==> config.mk <==
export PLATFORM = sky130hd
export DESIGN_NAME = pwm_ramp_ctrl
export DESIGN_NICKNAME = d
export VERILOG_FILES = /design/src/rtl/pwm_ramp_ctrl.sv
export SDC_FILE = /design/constraint.sdc
export NUM_CORES = 1
export LEC_CHECK = 0
export CORE_ASPECT_RATIO = 1.1
export CORE_MARGIN = 10
export CORE_UTILIZATION = 45
export CTS_CLUSTER_SIZE = 12
export DETAILED_ROUTE_END_ITERATION = 8
export PLACE_DENSITY = 0.73
export RECOVER_POWER = 25
export SLEW_MARGIN = 15
export SYNTH_ARGS = -nofsm -noshare
export SYNTH_HDL_FRONTEND = slang
export SYNTH_SLANG_ARGS = --single-unit
export TNS_END_PERCENT = 30
==> constraint.sdc <==
create_clock -name CLK -period 4.28 [get_ports CLK]
set_input_delay 0.428 -clock CLK [delete_from_list [all_inputs] [get_ports CLK]]
set_output_delay 0.428 -clock CLK [all_outputs]
set_load 0.1 [all_outputs]
==> src/rtl/pwm_ramp_ctrl.sv <==
`default_nettype none
// ============================================================================
// Module   : pwm_ramp_ctrl
// Purpose  : Soft-start / soft-stop duty ramp controller feeding a PWM
//            compare register. Duty moves toward the effective target by
//            STEP per ramp step, one step every DIV+1 PWM periods. A
//            level-sensitive fault forces duty to zero until acknowledged.
// Ports    : CLK, RST (async, active-high)
//            EN, TARGET[W], STEP[3], DIV[DIVW], PERIOD_E, FAULT_IN, FAULT_CLR
//            DUTY[W], DUTY_LD, AT_TARGET, STATE[2], FAULT
// Revision : 1.0 - initial release
// ============================================================================
module pwm_ramp_ctrl #(
  parameter int W    = 7,
  parameter int DIVW = 4
) (
  input  logic            CLK,
  input  logic            RST,
  input  logic            EN,
  input  logic [W-1:0]    TARGET,
  input  logic [2:0]      STEP,
  input  logic [DIVW-1:0] DIV,
  input  logic            PERIOD_E,
  input  logic            FAULT_IN,
  input  logic            FAULT_CLR,
  output logic [W-1:0]    DUTY,
  output logic            DUTY_LD,
  output logic            AT_TARGET,
  output logic [1:0]      STATE,
  output logic            FAULT
);

  typedef enum logic [1:0] {
    ST_IDLE  = 2'b00,
    ST_RAMP  = 2'b01,
    ST_HOLD  = 2'b10,
    ST_FAULT = 2'b11
  } state_t;

  state_t          state_q, state_d;
  logic [W-1:0]    duty_q, duty_d;
  logic            duty_ld_q, duty_ld_d;
  logic [DIVW-1:0] div_cnt_q, div_cnt_d;

  logic [W-1:0]    tgt;
  logic [W-1:0]    step_eff;
  logic [W-1:0]    up_diff;
  logic [W-1:0]    dn_diff;
  logic [W-1:0]    stepped_duty;

  // Effective target: a dropped EN means "ramp down to zero".
  assign tgt      = EN ? TARGET : '0;
  assign step_eff = (STEP == 3'd0) ? W'(1) : W'(STEP);
  assign up_diff  = tgt - duty_q;
  assign dn_diff  = duty_q - tgt;

  // Step is clamped to the remaining distance, so duty can never overshoot,
  // wrap past full scale or underflow below zero.
  always_comb begin
    stepped_duty = duty_q;
    if (tgt > duty_q) begin
      stepped_duty = duty_q + ((up_diff < step_eff) ? up_diff : step_eff);
    end else if (tgt < duty_q) begin
      stepped_duty = duty_q - ((dn_diff < step_eff) ? dn_diff : step_eff);
    end
  end

  always_comb begin
    state_d   = state_q;
    duty_d    = duty_q;
    duty_ld_d = 1'b0;
    div_cnt_d = div_cnt_q;

    if (FAULT_IN && (state_q != ST_FAULT)) begin
      // Fault entry wins over everything, including a coincident PERIOD_E.
      state_d   = ST_FAULT;
      duty_d    = '0;
      duty_ld_d = 1'b1;
      div_cnt_d = '0;
    end else begin
      case (state_q)
        ST_IDLE: begin
          // Entry edge never steps; the first step waits for a later period.
          if (tgt != '0) begin
            state_d   = ST_RAMP;
            div_cnt_d = '0;
          end
        end
        ST_RAMP: begin
          if (PERIOD_E) begin
            if (div_cnt_q < DIV) begin
              div_cnt_d = div_cnt_q + DIVW'(1);
            end else begin
              div_cnt_d = '0;
              duty_d    = stepped_duty;
              duty_ld_d = (stepped_duty != duty_q);
              if (stepped_duty == tgt) begin
                state_d = (tgt != '0) ? ST_HOLD : ST_IDLE;
              end
            end
          end
        end
        ST_HOLD: begin
          if (tgt != duty_q) begin
            state_d   = ST_RAMP;
            div_cnt_d = '0;
          end
        end
        ST_FAULT: begin
          // Still-asserted FAULT_IN keeps us here regardless of FAULT_CLR.
          if (FAULT_CLR && !FAULT_IN) begin
            state_d = ST_IDLE;
          end
        end
        default: state_d = ST_IDLE;
      endcase
    end
  end

  always_ff @(posedge CLK or posedge RST) begin
    if (RST) begin
      state_q   <= ST_IDLE;
      duty_q    <= '0;
      duty_ld_q <= 1'b0;
      div_cnt_q <= '0;
    end else begin
      state_q   <= state_d;
      duty_q    <= duty_d;
      duty_ld_q <= duty_ld_d;
      div_cnt_q <= div_cnt_d;
    end
  end

  assign DUTY      = duty_q;
  assign DUTY_LD   = duty_ld_q;
  assign STATE     = state_q;
  assign AT_TARGET = (state_q == ST_HOLD);
  assign FAULT     = (state_q == ST_FAULT);

endmodule
`default_nettype wire

# After elaboration in Yosys (flattened, before gate mapping)

Cells that the tools add are included.
Widths: inputs -> output; s select.

Word-level logic and storage cells: 69
Input bits: 20
Register bits: 14

Reduce and logical (&&, ||, !) cells: 12
$lt $le $gt $ge: 5
Multiplexer cells: 29
$add $sub $neg: 5
Equal/unequal tests: 14

Operators with widths:

| cell                | number |
|---|---|
| $mux 7              | 9 |
| $sub 7x7->7         | 3 |
| $mux 4              | 5 |
| $mux 2              | 8 |
| $lt 7x3->1          | 2 |
| $ne 7x7->1          | 2 |
| $ne 3x3->1 const B  | 4 |
| $pmux 4 s3          | 1 |
| $pmux 2 s4          | 1 |
| $add 7x7->7         | 1 |
| $eq 7x7->1          | 1 |
| $gt 7x7->1          | 1 |
| $lt 7x7->1          | 1 |
| $reduce_bool 7->1   | 1 |
| $ne 3x1->1 const B  | 2 |
| $reduce_and 6->1    | 1 |
| $add 4x1->4 const B | 1 |
| $eq 2x2->1 const B  | 2 |
| $lt 4x4->1          | 1 |
| $mux 1              | 4 |
| $ne 2x2->1 const B  | 2 |
| $reduce_and 4->1    | 1 |
| $reduce_bool 2->1   | 2 |
| $reduce_bool 4->1   | 1 |
| other kinds (7)     | 8 |

# Longest topological paths before layout

Gate-level depths: netlist of the first run.

Depth after elaboration: 13
Depth in mapped cells: 22

# Least setup slack after synthesis of the first run

No wires, ideal clock.

Kind: register to register
Start: reg duty_q[1], in the netlist DUTY[1]
End: reg state_q[0], in the netlist STATE[0]
Path buffers: 0
Library setup time: 0.121 ns
Arrival: 5.166 ns
Stages on the path, launching flop included: 19
Data required time: 4.159 ns
Setup slack: -1.007 ns
Path through: dfrtp_1 -> ha_1 -> ha_1 -> or2_2 -> nor2_1 -> nor2_1 -> ha_1 -> a221oi_1 -> nand3_1 -> mux2_2 -> ha_1 -> a211oi_1 -> nor2_1 -> o31ai_1 -> a21oi_2 -> or3_4 -> a2111oi_4 -> nand3_2 -> a22o_1

Word-level cells in the longest chain between the ends: 9
Elaborated cells between the ends (all ways): 17
Those cells by class: add/sub (4); order compare (4); eq/ne (4); mux (4); reduce/logical (1)

Ends and longest elaborated chain:

| item                           | RTL line | source |
|---|---|---|
| start, declared                | 41       | `logic [W-1:0] duty_q, duty_d;` |
| start signal, assigned         | 128      | `duty_q <= duty_d;` |
| $sub 7x7->7                    | 55       | `assign dn_diff = duty_q - tgt;` |
| $lt 7x3->1                     | 64       | `stepped_duty = duty_q - ((dn_diff < step_eff) ? dn_diff : step_eff);` |
| $mux 7                         | 64       |  |
| $sub 7x7->7                    | 64       |  |
| $mux 7                         | 63       | `end else if (tgt < duty_q) begin` |
| $mux 7                         | 61       | `if (tgt > duty_q) begin` |
| $eq 7x7->1                     | 97       | `if (stepped_duty == tgt) begin` |
| $ne 3x3->1 (no line)           | --       |  |
| $reduce_and 6->1 (no line) (*) | --       |  |
| end signal, assigned           | 127      | `state_q <= state_d;` |
| end, declared                  | 40       | `state_t state_q, state_d;` |

Every way passes the cells marked *; elsewhere a longest branch is shown, timed or not.
A chain may end at the register's enable or synchronous reset.

# Worst setup path after layout of the first run

Start: in TARGET[4]
End: reg state_q[0], in the netlist STATE[0]

Word-level cells in the longest chain between the ends: 10
Elaborated cells between the ends (all ways): 20
Those cells by class: add/sub (4); order compare (4); eq/ne (5); mux (5); reduce/logical (2)

Ends and longest elaborated chain:

| item                           | RTL line | source |
|---|---|---|
| start, declared                | 20       | `input logic [W-1:0] TARGET,` |
| $mux 7 (*)                     | 52       | `assign tgt = EN ? TARGET : '0;` |
| $sub 7x7->7                    | 55       |  |
| $lt 7x3->1                     | 64       |  |
| $mux 7                         | 64       |  |
| $sub 7x7->7                    | 64       |  |
| $mux 7                         | 63       |  |
| $mux 7                         | 61       |  |
| $eq 7x7->1                     | 97       |  |
| $ne 3x3->1 (no line)           | --       |  |
| $reduce_and 6->1 (no line) (*) | --       |  |

Marks and branches as above.

==> impl_metrics.py, run 1 <==
metrics = {
    "status": {
        "status": "finished, violations left",
        "violations": "setup timing",
    },
    "timing": {
        "tightest_slew_ns": 0.977,
        "period_minus_slack_ns": 4.57,
        "fin_worst_skew_ns": 0.000780,
        "rsz0062_at_grt": "true",
        "period_share_pct": 107,
        "finalHoldViolations": 0,
        "drv_slew": 0,
        "fin_hold_ws_ns": 0.541,
        "setup_viol": 3,
        "fin_setup_tns_ns": -0.698,
        "relSlewSlack_pct": 34.6,
        "fmax_mhz": 219,
        "setup_slack_ns": -0.287,
    },
    "critical_path": {
        "reg2reg_depth": 20,
        "crit_path_max_incr_delay_ns": 0.44,
        "path_cells": "clkdlybuf4s50_1 -> nand2_2 -> inv_1 -> buf_4 -> ha_1 -> or3_1 -> a221oi_4 -> nand3_2 -> mux2_4 -> ha_4 -> a211oi_4 -> nor2_2 -> o31ai_2 -> a21oi_2 -> or3_4 -> a2111oi_4 -> nand3_2 -> a22o_1",
        "worst-path-max-fanout": 4,
        "cp_data_required_time_ns": 4.41,
        "crit_slowest_cell": "clkdlybuf4s50_1",
        "r2r_slack_ns": -0.21,
        "r2r_start": "DUTY[0]$_DFFE_PP0P_",
        "crit_type": "primary input to register",
        "crit_top_cell": "nand3_2",
        "r2r_end": "STATE[0]$_DFFE_PP0P_",
        "crit_path_end_kind": "register",
        "crit_arrival_ns": 4.70,
        "start_kind": "primary input",
        "startpoint": "TARGET[4]",
    },
    "route": {
        "drt_pass1_iterations": 5,
        "via_per_inst": 5.73,
        "post_drt_wl_per_cell_um": 17.9,
        "drc": 0,
        "drtIter0Drc": 157,
        "drt_wl_total_um": 9440,
        "ant_nets": 0,
        "vias": 3024,
    },
    "floorplanning": {
        "die_y_um": 99.9,
        "die_area_um2": 9260,
        "die_x_um": 92.7,
        "rows": 29,
        "ios": 32,
        "start_util_pct": 45.9,
        "design.core.area_um2": 5700,
    },
    "synth": {
        "synth_top_family_by_area": "compound AO/OA/AOI/OAI gates",
        "synth_edf_count": 0,
        "synthArstFlopShare_pct": 100,
        "syn_inst": 326,
        "ys_seq_area_share_pct": 13.4,
        "muxShareOfSynthArea_pct": 4.79,
        "ys_ff_latch": 14,
        "synth_flop_cell": "dfrtp_1",
        "ys_types": 70,
        "synth_simple_gate_area_share_pct": 22.1,
        "synth_fa_ha_area_share_pct": 18.1,
        "syn_area_um2": 2610,
        "yosysWarnings": 0,
        "yosys.area_share.xor_xnor_pct": 7.23,
        "avgSynthCellArea_um2": 8.01,
        "synth_compound_area_share_pct": 28.9,
    },
    "placed_design": {
        "dpl_cell_area_um2": 3680,
        "portBuffers": 31,
        "dp_hpwl_um": 7110,
        "place_ws_ns": -0.870,
        "dp_cells": 512,
        "gp_congestion": 0.916,
    },
    "power_and_ir_drop": {
        "p_per_area_nw_per_um2": 317,
        "p_int_mw": 0.633,
        "switching_share_pct": 51.4,
        "p_switching_mw": 0.669,
        "leakage_nw": 1.86,
        "clockPowerShare_pct": 8.2,
        "combinationalPowerShare_pct": 77.6,
        "ir_drop_mv": 0.570,
        "p_seq_share_pct": 14.2,
    },
    "clocking": {
        "clkTransAtPathRegs_ns": 0.06,
        "cts_root_buf": "clkbuf_8",
        "insertion_delay_ns": 0.24,
        "clock-sinks": 14,
        "cts_buffers": 3,
        "max-clock-path-buffers": 2,
        "ctsHtreeMaxLevel": 1,
        "cts_hold_buf": 0,
        "cts_tree": "yes",
    },
    "final_layout": {
        "instances_no_fill": 528,
        "drive_gt1_share_pct": 41.2,
        "final_cell_area_um2": 4110,
        "syn2layout_area_growth_pct": 57.4,
        "antennaDiodeCount": 0,
        "nNetsFinal": 509,
    },
    "min_path": {
        "hold_end": "div_cnt_q[2]$_DFFE_PP0P_",
        "hp-class": "register to register",
        "min_path_cells": 1,
        "hp-start": "div_cnt_q[2]$_DFFE_PP0P_",
    },
    "grt": {
        "grt_pass1_vias": 2999,
        "grt_max_degree": 15,
        "grt_overflow": 0,
        "grt_pass1_wl_um": 14700,
        "grt_usage_pct": 19.3,
        "grt_antenna_before_repair": 0,
    },
    "flow_run": {
        "max_cap_violations": 0,
    },
}
## worst max-delay path by stage
stage / end / slack (ns) / cells past startpoint
2_1_floorplan: STATE[0]$_DFFE_PP0P_ / -0.20 / 18
3_3_place_gp: DUTY_LD$_DFF_PP0_ / -0.81 / 20
3_5_place_dp: DUTY_LD$_DFF_PP0_ / -0.87 / 20
4_1_cts: STATE[0]$_DFFE_PP0P_ / -0.15 / 18
5_1_grt: STATE[0]$_DFFE_PP0P_ / -0.43 / 18
6_report: STATE[0]$_DFFE_PP0P_ / -0.29 / 18
## placed cells by master (no fill, tap or decap), types with 5 or more instances in the layout
master,synthesis,routed
buf_4,0,88
nor2_1,30,27
clkdlybuf4s50_1,0,25
inv_1,26,22
ha_1,33,19
nand2_1,20,16
a21oi_1,22,16
o21ai_0,20,16
nand3_1,11,10
xnor2_1,11,10
ha_4,0,10
dfrtp_1,14,8
mux2i_1,8,8
xor2_1,8,7
a21oi_2,1,6
conb_1,2,6
nand2b_1,6,5
a211oi_2,1,5
## final cells by class
class	instances	area, µm²
clock buffers	3	41.3
fillers	422	1590
inverters	26	97.6
multi-input cells	285	2500
flip-flops and latches	14	368
well taps	77	96.3
repair buffers	123	1010
## logic make-up (layout without fill, tap and decap cells)
| kind of cell | after synthesis | in the layout |
|---|---|---|
| AND/OR/NAND/NOR | 109 | 109 |
| AO/OA/AOI/OAI | 102 | 102 |
| adder cells (fa/ha/maj) | 36 | 36 |
| buffers and inverters | 31 | 152 |
| XOR/XNOR | 20 | 20 |
| flip-flops | 14 | 14 |
| multiplexers | 12 | 12 |
| other | 2 | 6 |
## metrics by stage
step | power (mW) | util (%)
after detailed placement | 1.08 | 64.5
after CTS | 1.25 | 69.7
after floorplan | 0.788 | -
final | 1.30 | 72.2
after global placement | 1.06 | 64.5
after global routing | 1.38 | 72.2
## Yosys cell counts, types with 2 or more instances
library cell / number / area share [%]
o21ai_2: 2 / 0.67
o21ba_2: 2 / 0.77
buf_6: 2 / 0.86
inv_1: 26 / 3.7
a32o_1: 3 / 1.1
ha_1: 33 / 16
xor2_1: 8 / 2.7
a221oi_1: 3 / 1.0
o21bai_1: 4 / 1.1
nor2b_1: 3 / 0.72
or2_2: 6 / 1.4
mux2_2: 4 / 1.7
nand3_1: 11 / 2.1
xnor2_1: 11 / 3.7
nor4_1: 3 / 0.72
fa_1: 3 / 2.3
a211oi_1: 9 / 2.6
o22ai_1: 3 / 0.72
o211ai_1: 3 / 0.86
dfrtp_1: 14 / 13
conb_1: 2 / 0.29
nor2_1: 30 / 4.3
o21a_1: 2 / 0.57
nand2b_1: 6 / 1.4
nor3_1: 4 / 0.77
a22o_1: 2 / 0.67
o21ai_0: 20 / 3.8
nor3b_1: 2 / 0.57
a21o_1: 4 / 1.1
a311o_2: 2 / 0.86
nand4_1: 4 / 0.96
mux2i_1: 8 / 3.1
o31ai_1: 4 / 1.1
or3_1: 2 / 0.48
nand2_1: 20 / 2.9
and2_1: 4 / 0.96
and3_1: 2 / 0.48
buf_2: 2 / 0.38
a21oi_1: 22 / 4.2
## critical path, delay by kind of cell
family / cells / cell delay [ns]
compound gates: 6 / 1.40
simple gates: 6 / 1.33
buf+inv: 3 / 0.69
fa+ha+maj: 2 / 0.48
mux: 1 / 0.36
## power by group through the flow
stage	Sequential, mW	Combinational [mW]	Clock (mW)
finish	0.184	1.01	0.107
global route	0.187	1.07	0.116
global placement	0.184	0.880	0
floorplan	0.288	0.500	0
CTS	0.183	0.956	0.107
detailed placement	0.185	0.892	0
## registers in the layout, summed over array words and instances, names as in the netlist
register and flops:
DUTY 7, STATE 2, div_cnt_q 4, DUTY_LD 1
## metal layers
metal	track usage [%]	part of all wire, %	wire length (µm)	vias to the layer above
met1	23.0	41	3860	1413
met5	0	0	0	-
met4	6.29	3.9	367	0
met2	35.5	50	4760	121
li1	-	-	-	1460
met3	1.64	4.7	446	30
## what timing repair did
item	in CTS	in global routing
gates resized for setup	48	28
hold endpoints to repair	0	0
buffers inserted	13	0
pin swaps	35	24
endpoints found under the setup margin	8	6
No activity file was read; power rests on OpenSTA's default activity.
==> inputs of run 2 (changes only) <==
Settings changed: SLEW_MARGIN 15 to default.
==> results of run 2 <==
Final layout, timing and power as in run 1 (identical DEF).
==> inputs of run 3 (changes only) <==
Settings changed: CORE_MARGIN 10 to default, CORE_UTILIZATION 45 to 40, PLACE_DENSITY 0.73 to 0.67, SLEW_MARGIN from default to 20.
==> run 3 against run 2 <==
The run still ends with setup timing left. Global-route usage grew 6.3 points. Clock-buffer cell count rose by 1. Power is 3.3% lower. Critical path type is now register to register. Largest cell class unchanged. Largest power group unchanged.
==> impl_metrics.py, run 3 (synthesis gave the netlist of run 1 again) <==
metrics = {
    "status": {
        "status": "finished, violations left",
        "violations": "setup timing",
    },
    "power_and_ir_drop": {
        "leakage_nw": 1.80,
        "ir_drop_mv": 0.422,
        "p_per_area_nw_per_um2": 313,
    },
    "floorplanning": {
        "design.core.area_um2": 6230,
        "die_y_um": 86.8,
        "start_util_pct": 41.9,
        "ios": 32,
        "die_area_um2": 6860,
        "die_x_um": 79.1,
        "rows": 30,
    },
    "final_layout": {
        "largest_reg_flops": 7,
        "nNetsFinal": 502,
        "syn2layout_area_growth_pct": 54.0,
        "final_cell_area_um2": 4020,
        "drive_gt1_share_pct": 38.7,
        "antennaDiodeCount": 0,
        "most-common-layout-cells": "82 x buf_4, 27 x nor2_1, 25 x clkdlybuf4s50_1, 24 x inv_1, 20 x ha_1",
        "n_fill_cell": 538,
        "final_common_cell": "buf_4",
    },
    "clocking": {
        "cts_root_buf": "clkbuf_8",
        "clkTransAtPathRegs_ns": 0.06,
        "cts_buffers": 3,
        "insertion_delay_ns": 0.24,
        "cts_tree": "yes",
        "clock-sinks": 14,
        "max-clock-path-buffers": 2,
        "ctsHtreeMaxLevel": 1,
    },
    "timing": {
        "relSlewSlack_pct": 34.4,
        "period_share_pct": 105,
        "setup_slack_ns": -0.196,
        "setup_viol": 3,
        "drv_slew": 0,
        "tightest_slew_ns": 0.982,
        "finalHoldViolations": 0,
        "rsz0062_at_grt": "true",
        "fin_worst_skew_ns": 0.00384,
        "period_minus_slack_ns": 4.48,
        "fin_setup_tns_ns": -0.442,
        "fmax_mhz": 223,
    },
    "critical_path": {
        "worst-path-max-fanout": 3,
        "r2r_end": "STATE[1]$_DFFE_PP0P_",
        "r2r_start": "DUTY[1]$_DFFE_PP0P_",
        "start_kind": "register",
        "startpoint": "DUTY[1]$_DFFE_PP0P_",
        "cp_data_required_time_ns": 4.44,
        "crit_arrival_ns": 4.63,
        "crit_type": "register to register",
        "r2r_slack_ns": -0.20,
        "crit_path_end_kind": "register",
        "reg2reg_depth": 20,
        "endpoint": "STATE[1]$_DFFE_PP0P_",
    },
    "route": {
        "via_per_inst": 5.52,
        "ant_nets": 0,
        "vias": 2897,
        "drtIter0Drc": 140,
        "drc": 0,
        "post_drt_wl_per_cell_um": 16.3,
        "drt_pass1_iterations": 4,
        "drt_wl_total_um": 8560,
    },
    "min_path": {
        "hp-class": "register to register",
        "min_path_cells": 1,
    },
    "flow_run": {
        "max_cap_violations": 0,
    },
    "placed_design": {
        "portBuffers": 31,
        "gp_congestion": 0.926,
        "dp_hpwl_um": 6720,
        "dpl_cell_area_um2": 3640,
    },
    "grt": {
        "grt_usage_pct": 25.6,
        "grt_max_degree": 15,
        "grt_overflow": 0,
        "grt_pass1_vias": 2903,
        "grt_antenna_before_repair": 0,
        "grt_pass1_wl_um": 13800,
    },
}
run 3: layout make-up:
cell class / instances / area, µm² / area share, %
Multi-Input combinational cell: 285 / 2460 / 61.2
Tap cell: 80 / 100 / 2.49
Timing Repair Buffer: 116 / 950 / 23.6
Inverter: 26 / 97.6 / 2.43
Sequential cell: 14 / 368 / 9.14
Clock buffer: 4 / 45.0 / 1.12
run 3: worst min-delay path by stage:
stage	from	to	slack, ns
after floorplan	RST	DUTY[6]$_DFFE_PP0P_	0.32
after global placement	div_cnt_q[3]$_DFFE_PP0P_	div_cnt_q[3]$_DFFE_PP0P_	0.53
after detailed placement	div_cnt_q[3]$_DFFE_PP0P_	div_cnt_q[3]$_DFFE_PP0P_	0.54
after CTS	RST	DUTY_LD$_DFF_PP0_	0.55
after global routing	div_cnt_q[2]$_DFFE_PP0P_	div_cnt_q[2]$_DFFE_PP0P_	0.60
final	div_cnt_q[2]$_DFFE_PP0P_	div_cnt_q[2]$_DFFE_PP0P_	0.54
run 3: stage by stage:
| stage | utilization, % | std cells | setup slack (ns) | hold slack, ns | power [mW] |
|---|---|---|---|---|---|
| after global placement | 58.5 | 510 | -0.848 | 0.525 | 1.05 |
| after global routing | 64.6 | 525 | -0.361 | 0.596 | 1.34 |
| after floorplan | - | 330 | -0.204 | 0.317 | 0.788 |
| after detailed placement | 58.5 | 510 | -0.974 | 0.535 | 1.07 |
| after CTS | 62.7 | 524 | -0.176 | 0.548 | 1.23 |
| final | 64.6 | 525 | -0.196 | 0.545 | 1.26 |
run 3: report_power, final:
group	total (mW)	leakage (nW)	internal (mW)	switching (mW)
combinational	0.964	1.60	0.395	0.568
sequential	0.184	0.176	0.154	0.0304
clock	0.111	0.0228	0.0658	0.0451
total	1.26	1.80	0.615	0.644
run 3: repair_timing:
action,CTS,global route
hold buffers,0,0
setup buffers,10,1
setup endpoints to repair,8,6
gates resized for setup,42,26
pin swaps,26,21
gates cloned,0,0
run 3: layer usage:
| metal | share of wire, % | vias up | GRT usage, % |
|---|---|---|---|
| met3 | 3.2 | 21 | 2.42 |
| met5 | 0 | - | 0 |
| li1 | - | 1444 | - |
| met1 | 42 | 1365 | 30.5 |
| met2 | 51 | 67 | 46.3 |
| met4 | 3.7 | 0 | 11.2 |
run 3: worst max-delay path, stage by stage (launching register included):
cell and delay, ns:
dfrtp_4 0.49, ha_4 0.24, ha_4 0.16, or2_4 0.26, nor2_4 0.08, nor2_2 0.05
ha_1 0.28, a221oi_2 0.28, nand3_2 0.15, buf_6 0.15, mux2i_1 0.18, ha_2 0.23
buf_4 0.13, a211oi_4 0.07, o21ba_2 0.20, o31ai_2 0.24, a21oi_2 0.06, or3_4 0.39
a2111oi_4 0.37, nand3_2 0.14, a211oi_2 0.24
==> RTL edit 1 (config.mk and constraints of run 3) <==
Register the input `DIV` before use. The logic sees it one clock later. The other inputs are not delayed to match.
--- a/src/rtl/pwm_ramp_ctrl.sv
+++ b/src/rtl/pwm_ramp_ctrl.sv
@@ -37,4 +37,10 @@
     ST_FAULT = 2'b11
   } state_t;
+
+  logic [DIVW-1:0] DIV_q;
+
+  always_ff @(posedge CLK) begin
+    DIV_q <= DIV;
+  end
 
   state_t          state_q, state_d;
@@ -89,5 +95,5 @@
         ST_RAMP: begin
           if (PERIOD_E) begin
-            if (div_cnt_q < DIV) begin
+            if (div_cnt_q < DIV_q) begin
               div_cnt_d = div_cnt_q + DIVW'(1);
             end else begin
Check against the original RTL: not equivalent (a bounded check fails within 4 cycles, from zero or initial values and one cycle with RST high).
==> RTL edit 1 against run 3 <==
The flow still finishes with violations (negative setup slack); synthesized area is 4.7% lower; setup slack got worse by 0.10 ns; wire length shrank 5.6%; sequential power increased by 3%; maximum frequency decreased by 2.3%; clock skew about the same; critical path type unchanged; via count shrank 4.3%; total power down 30%; cell area decreased by 3.0%; cell count is 3.4% lower; sequential share of layout area rose by 2.5 points; sequential cell count grew 4.
==> RTL edit 1: results (changes against run 3) <==
status=complete, but fails checks; violated checks=negative setup slack; Final nets=487 (-3.0%); vias in the first global route=2,907 (+0.14%); top cells by count, synth=ha_1 (33), nand2_1 (27), inv_1 (22), nor2_1 (21), o21ai_0 (20); Vias=2,772 (-4.3%); # DRC=0 (unchanged); routability cong.=0.956 (+3.3%); clk_skew=0.00348 ns (-0.000361 ns); first-pass GRT wire length=13.5 mm (-1.8%); CP peak stage delay=0.52 ns (+0.03 ns); Fin Setup TNS=-0.885 ns (-0.443 ns); sequential area share after synthesis=0.173 (+0.0388); Static Leakage=1.84 nW (+2.3%); arrival time at the worst endpoint=4.73 ns (+0.10 ns); Diodes inserted=0 (unchanged); clk_lat worst skew=0.26 ns (+0.02 ns); fillers=499 (-7.2%); Crit-path slowest cell=or4b_1; ys async rst share=0.778 (-0.222); Post-DP HPWL=6.31 mm (-6.2%); CP max FO=3 (unchanged); Via-to-Cell Ratio=5.47 (-0.92%); most used flip-flop cell after synthesis=dfrtp_1; Reg clk slew, reported paths=~0.070 ns; total wire length=8.08 mm (-5.6%); drt pass-1 iters=4 (unchanged); Avg Cell Area, Syn=8.22 um2 (+2.5%); Inserted Clock Buffers=3 (unchanged); worst setup margin=-0.300 ns (-0.105 ns); Peak VDD IR=0.000209 V (-50%); Synth area leaders=ha_1 (17%), dfrtp_1 (14%), xnor2_1 (5.6%), nand2_1 (4.1%), o21ai_0 (4.0%); post-synth cell types=59 (-16%); fraction of layout cells with a size suffix above 1=0.384 (-0.00280); H-tree depth=1 (unchanged); DRT iter0 DRCs=129 (-7.9%); Slew @ Worst Pin=0.970 ns (-0.0120 ns); gr usage total=0.263 (+0.00721); placed insts=475 (-6.9%); Post-Place Cell Area=3500 um2 (-4.0%); internal power=0.526 mW (-14%); final setup fails=5 (+2)
-- RTL edit 1: metal layers --
layer,vias up,GRT usage,part of all wire
li1,1350,-,-
met1,1296,0.291,0.38
met2,95,0.488,0.53
met3,31,0.0239,0.049
met4,0,0.149,0.047
met5,-,0,0
-- RTL edit 1: cell type report --
cell class / count / area [um2] / area share
clock buffers: 4 / 55.1 / 0.0141
inverters: 22 / 87.6 / 0.0224
multi-input cells: 259 / 2170 / 0.557
flip-flops and latches: 18 / 453 / 0.116
well taps: 77 / 96.3 / 0.0247
repair buffers: 127 / 1040 / 0.266
-- RTL edit 1: stage by stage --
stage / setup slack (ns) / total power [mW]
finish: -0.300 / 0.879
global route: -0.446 / 0.932
CTS: -0.312 / 0.858
floorplan: -0.00989 / 0.510
global placement: -1.18 / 0.671
detailed placement: -1.20 / 0.681
-- RTL edit 1: power by group through the flow --
stage | clock network [mW] | registers [mW] | logic [mW]
floorplan | 0 | 0.222 | 0.288
global placement | 0 | 0.192 | 0.479
detailed placement | 0 | 0.192 | 0.488
CTS | 0.143 | 0.189 | 0.526
global route | 0.149 | 0.191 | 0.593
finish | 0.139 | 0.189 | 0.551
-- RTL edit 1: cell families after synthesis --
| kind of cell | share of synthesized area |
|---|---|
| adders and majority gates | 0.190 |
| and+or+nand+nor | 0.187 |
| DFF | 0.173 |
| buffers and inverters | 0.0523 |
| other | 0.00302 |
| AOI/OAI and AO/OA | 0.251 |
| xor gates and xnor gates | 0.0774 |
| muxes | 0.0663 |
-- RTL edit 1: worst register-to-register path: cells and delay by family (launching register included) --
kind,cells,cell delay [ns]
adder cells (fa/ha/maj),4,0.96
XOR/XNOR,2,0.28
buffers and inverters,2,0.33
flip-flops,1,0.50
AND/OR/NAND/NOR,4,0.96
AO/OA/AOI/OAI,6,1.15
multiplexers,1,0.29
-- RTL edit 1: repair_timing --
action | 4_1_cts | 5_1_grt
gates cloned | 0 | 0
setup buffers | 26 | 2
gates resized for setup | 35 | 15
endpoints found under the setup margin | 8 | 6
pin swaps | 22 | 13
-- RTL edit 1: final timing paths --
path,from,end,slack [ns],depth (start not counted)
max,DUTY[1],STATE[0],-0.30,19
min,div_cnt_q[2],div_cnt_q[2],0.51,1
max reg2reg,DUTY[1],STATE[0],-0.30,19
min reg2reg,div_cnt_q[2],div_cnt_q[2],0.51,1
max in group asynchronous,RST,DUTY[4],3.22,2
min in group asynchronous,RST,DUTY[1],0.65,2
==> RTL edit 2 (settings of run 3) <==
Made on the original files. Change the parameter `DIVW` from 4 to 3.
--- a/src/rtl/pwm_ramp_ctrl.sv
+++ b/src/rtl/pwm_ramp_ctrl.sv
@@ -13,5 +13,5 @@
 module pwm_ramp_ctrl #(
   parameter int W    = 7,
-  parameter int DIVW = 4
+  parameter int DIVW = 3
 ) (
   input  logic            CLK,
Ports: changed (resized DIV); port bits go from 32 to 31. No check against the original RTL was run, so the function may have changed too.
==> RTL edit 2 against run 3 <==
Setup slack got worse by 0.11 ns; global-route usage increased by 0.14 points; cell area decreased by 3.0%; combinational power decreased by 22%; critical path depth increased by 3; clock skew increased by 0.00056 ns; wire length decreased by 3.8%; sequential cell count decreased by 1; die area decreased by 4.8%; the run still ends with negative setup slack left; via count decreased by 5.7%; total power decreased by 19%; synthesized cell count decreased by 6.7%; synthesized area decreased by 4.9%.
==> RTL edit 2: results (changes against run 3) <==
status=complete, but fails checks; violated checks=negative setup slack; Final nets=472 (-6.0%); clk_skew=0.00440 ns (+0.000564 ns); WL met1=3.59 mm (+0.14%); Adder-Cell Fraction of Synth Area=0.185 (+0.00436); Peak VDD IR=0.000167 V (-61%); Static Leakage=1.78 nW (-1.1%); Slew @ Worst Pin=0.970 ns (-0.0121 ns); top cells by count, synth=ha_1 (32), inv_1 (22), a21oi_1 (21), nand2_1 (20), o21ai_0 (19); Synth area leaders=ha_1 (16%), dfrtp_1 (13%), xnor2_1 (5.3%), a21oi_1 (4.2%), o21ai_0 (3.8%); DRT iter0 DRCs=168 (+20%); I/O Buffers=30 (-3.2%); Sw Pwr=0.470 mW (-27%); Post-CTS Repair Setup Buffers=12 (+2); hold slack=0.499 ns (-0.0454 ns); power share of the combinational group=0.744 (-0.022); routed wl met3=353 um (+31%); worst setup margin=-0.301 ns (-0.106 ns); fraction of layout cells with a size suffix above 1=0.403 (+0.0164); Setup CP Type=input pin to flip-flop; met1 Use GR=0.342 (+0.0368); CP max FO=4 (+1); worst hold path type=flip-flop to flip-flop; final setup fails=4 (+1); post-synthesis compound-gate area fraction=0.269 (-0.0208); HP Start=div_cnt_q[2]; routability cong.=0.921 (-0.50%); Via-to-Cell Ratio=5.53 (+0.19%); gr usage total=0.257 (+0.00143); Worst Setup Slack post-DPL=-1.13 ns (-0.152 ns); CTS resizes=27 (-36%); arrival time at the worst endpoint=4.77 ns (+0.14 ns); fillers=514 (-4.5%); Synth Area in XOR/XNOR=0.0811 (+0.00879); first-pass GRT wire length=13.4 mm (-3.1%); FF-to-FF path depth=21 (+5.0%); Comb. pwr=0.755 mW (-22%); total wire length=8.23 mm (-3.8%); vias in the first global route=2,740 (-5.6%); Inserted Clock Buffers=3 (unchanged); mux contribution to synthesized area=0.0599 (+0.0121); largest net degree at the start of global routing=14 (-1); met2 Use GR=0.455 (-0.00782); post-synth cell types=66 (-5.7%); Post-DP HPWL=6.38 mm (-5.1%); H-tree depth=1 (unchanged); GRT met3 Usage=0.0163 (-0.00791); sequential area share after synthesis=0.131 (-0.00312); fin cells=494 (-5.9%); Critical path origin=EN; Fin Setup TNS=-0.815 ns (-0.373 ns); met2 WL=4.15 mm (-5.3%); Mapped Cells=304 (-6.7%); Power Sequential=0.145 mW (-21%); Hold Path Sink=div_cnt_q[2]; Post-Place Cell Area=3520 um2 (-3.4%); max reg flops=7 (unchanged); worst r2r src=DUTY[0]
-- RTL edit 2: worst max-delay path, cell delays in order --
cell,delay (ns)
buf_4,0.12
buf_6,0.13
buf_6,0.12
buf_6,0.12
nand2_4,0.05
inv_2,0.04
ha_4,0.24
a21oi_4,0.20
nor2_4,0.06
a2111oi_4,0.36
o221ai_2,0.17
a2111oi_4,0.20
buf_4,0.20
mux2_4,0.33
ha_4,0.22
a211oi_4,0.27
nor3b_2,0.09
or4_1,0.43
a31oi_2,0.25
a21oi_4,0.08
xnor2_2,0.19
nor4_4,0.28
a41o_1,0.18
-- RTL edit 2: final cells by class --
class | count | area, um2 | share of cell area
sequential | 13 | 348 | 0.0892
clock buffer | 4 | 45.0 | 0.0115
multi-input combinational | 264 | 2360 | 0.604
timing repair buffer | 114 | 970 | 0.249
tap | 77 | 96.3 | 0.0247
inverter | 22 | 85.1 | 0.0218
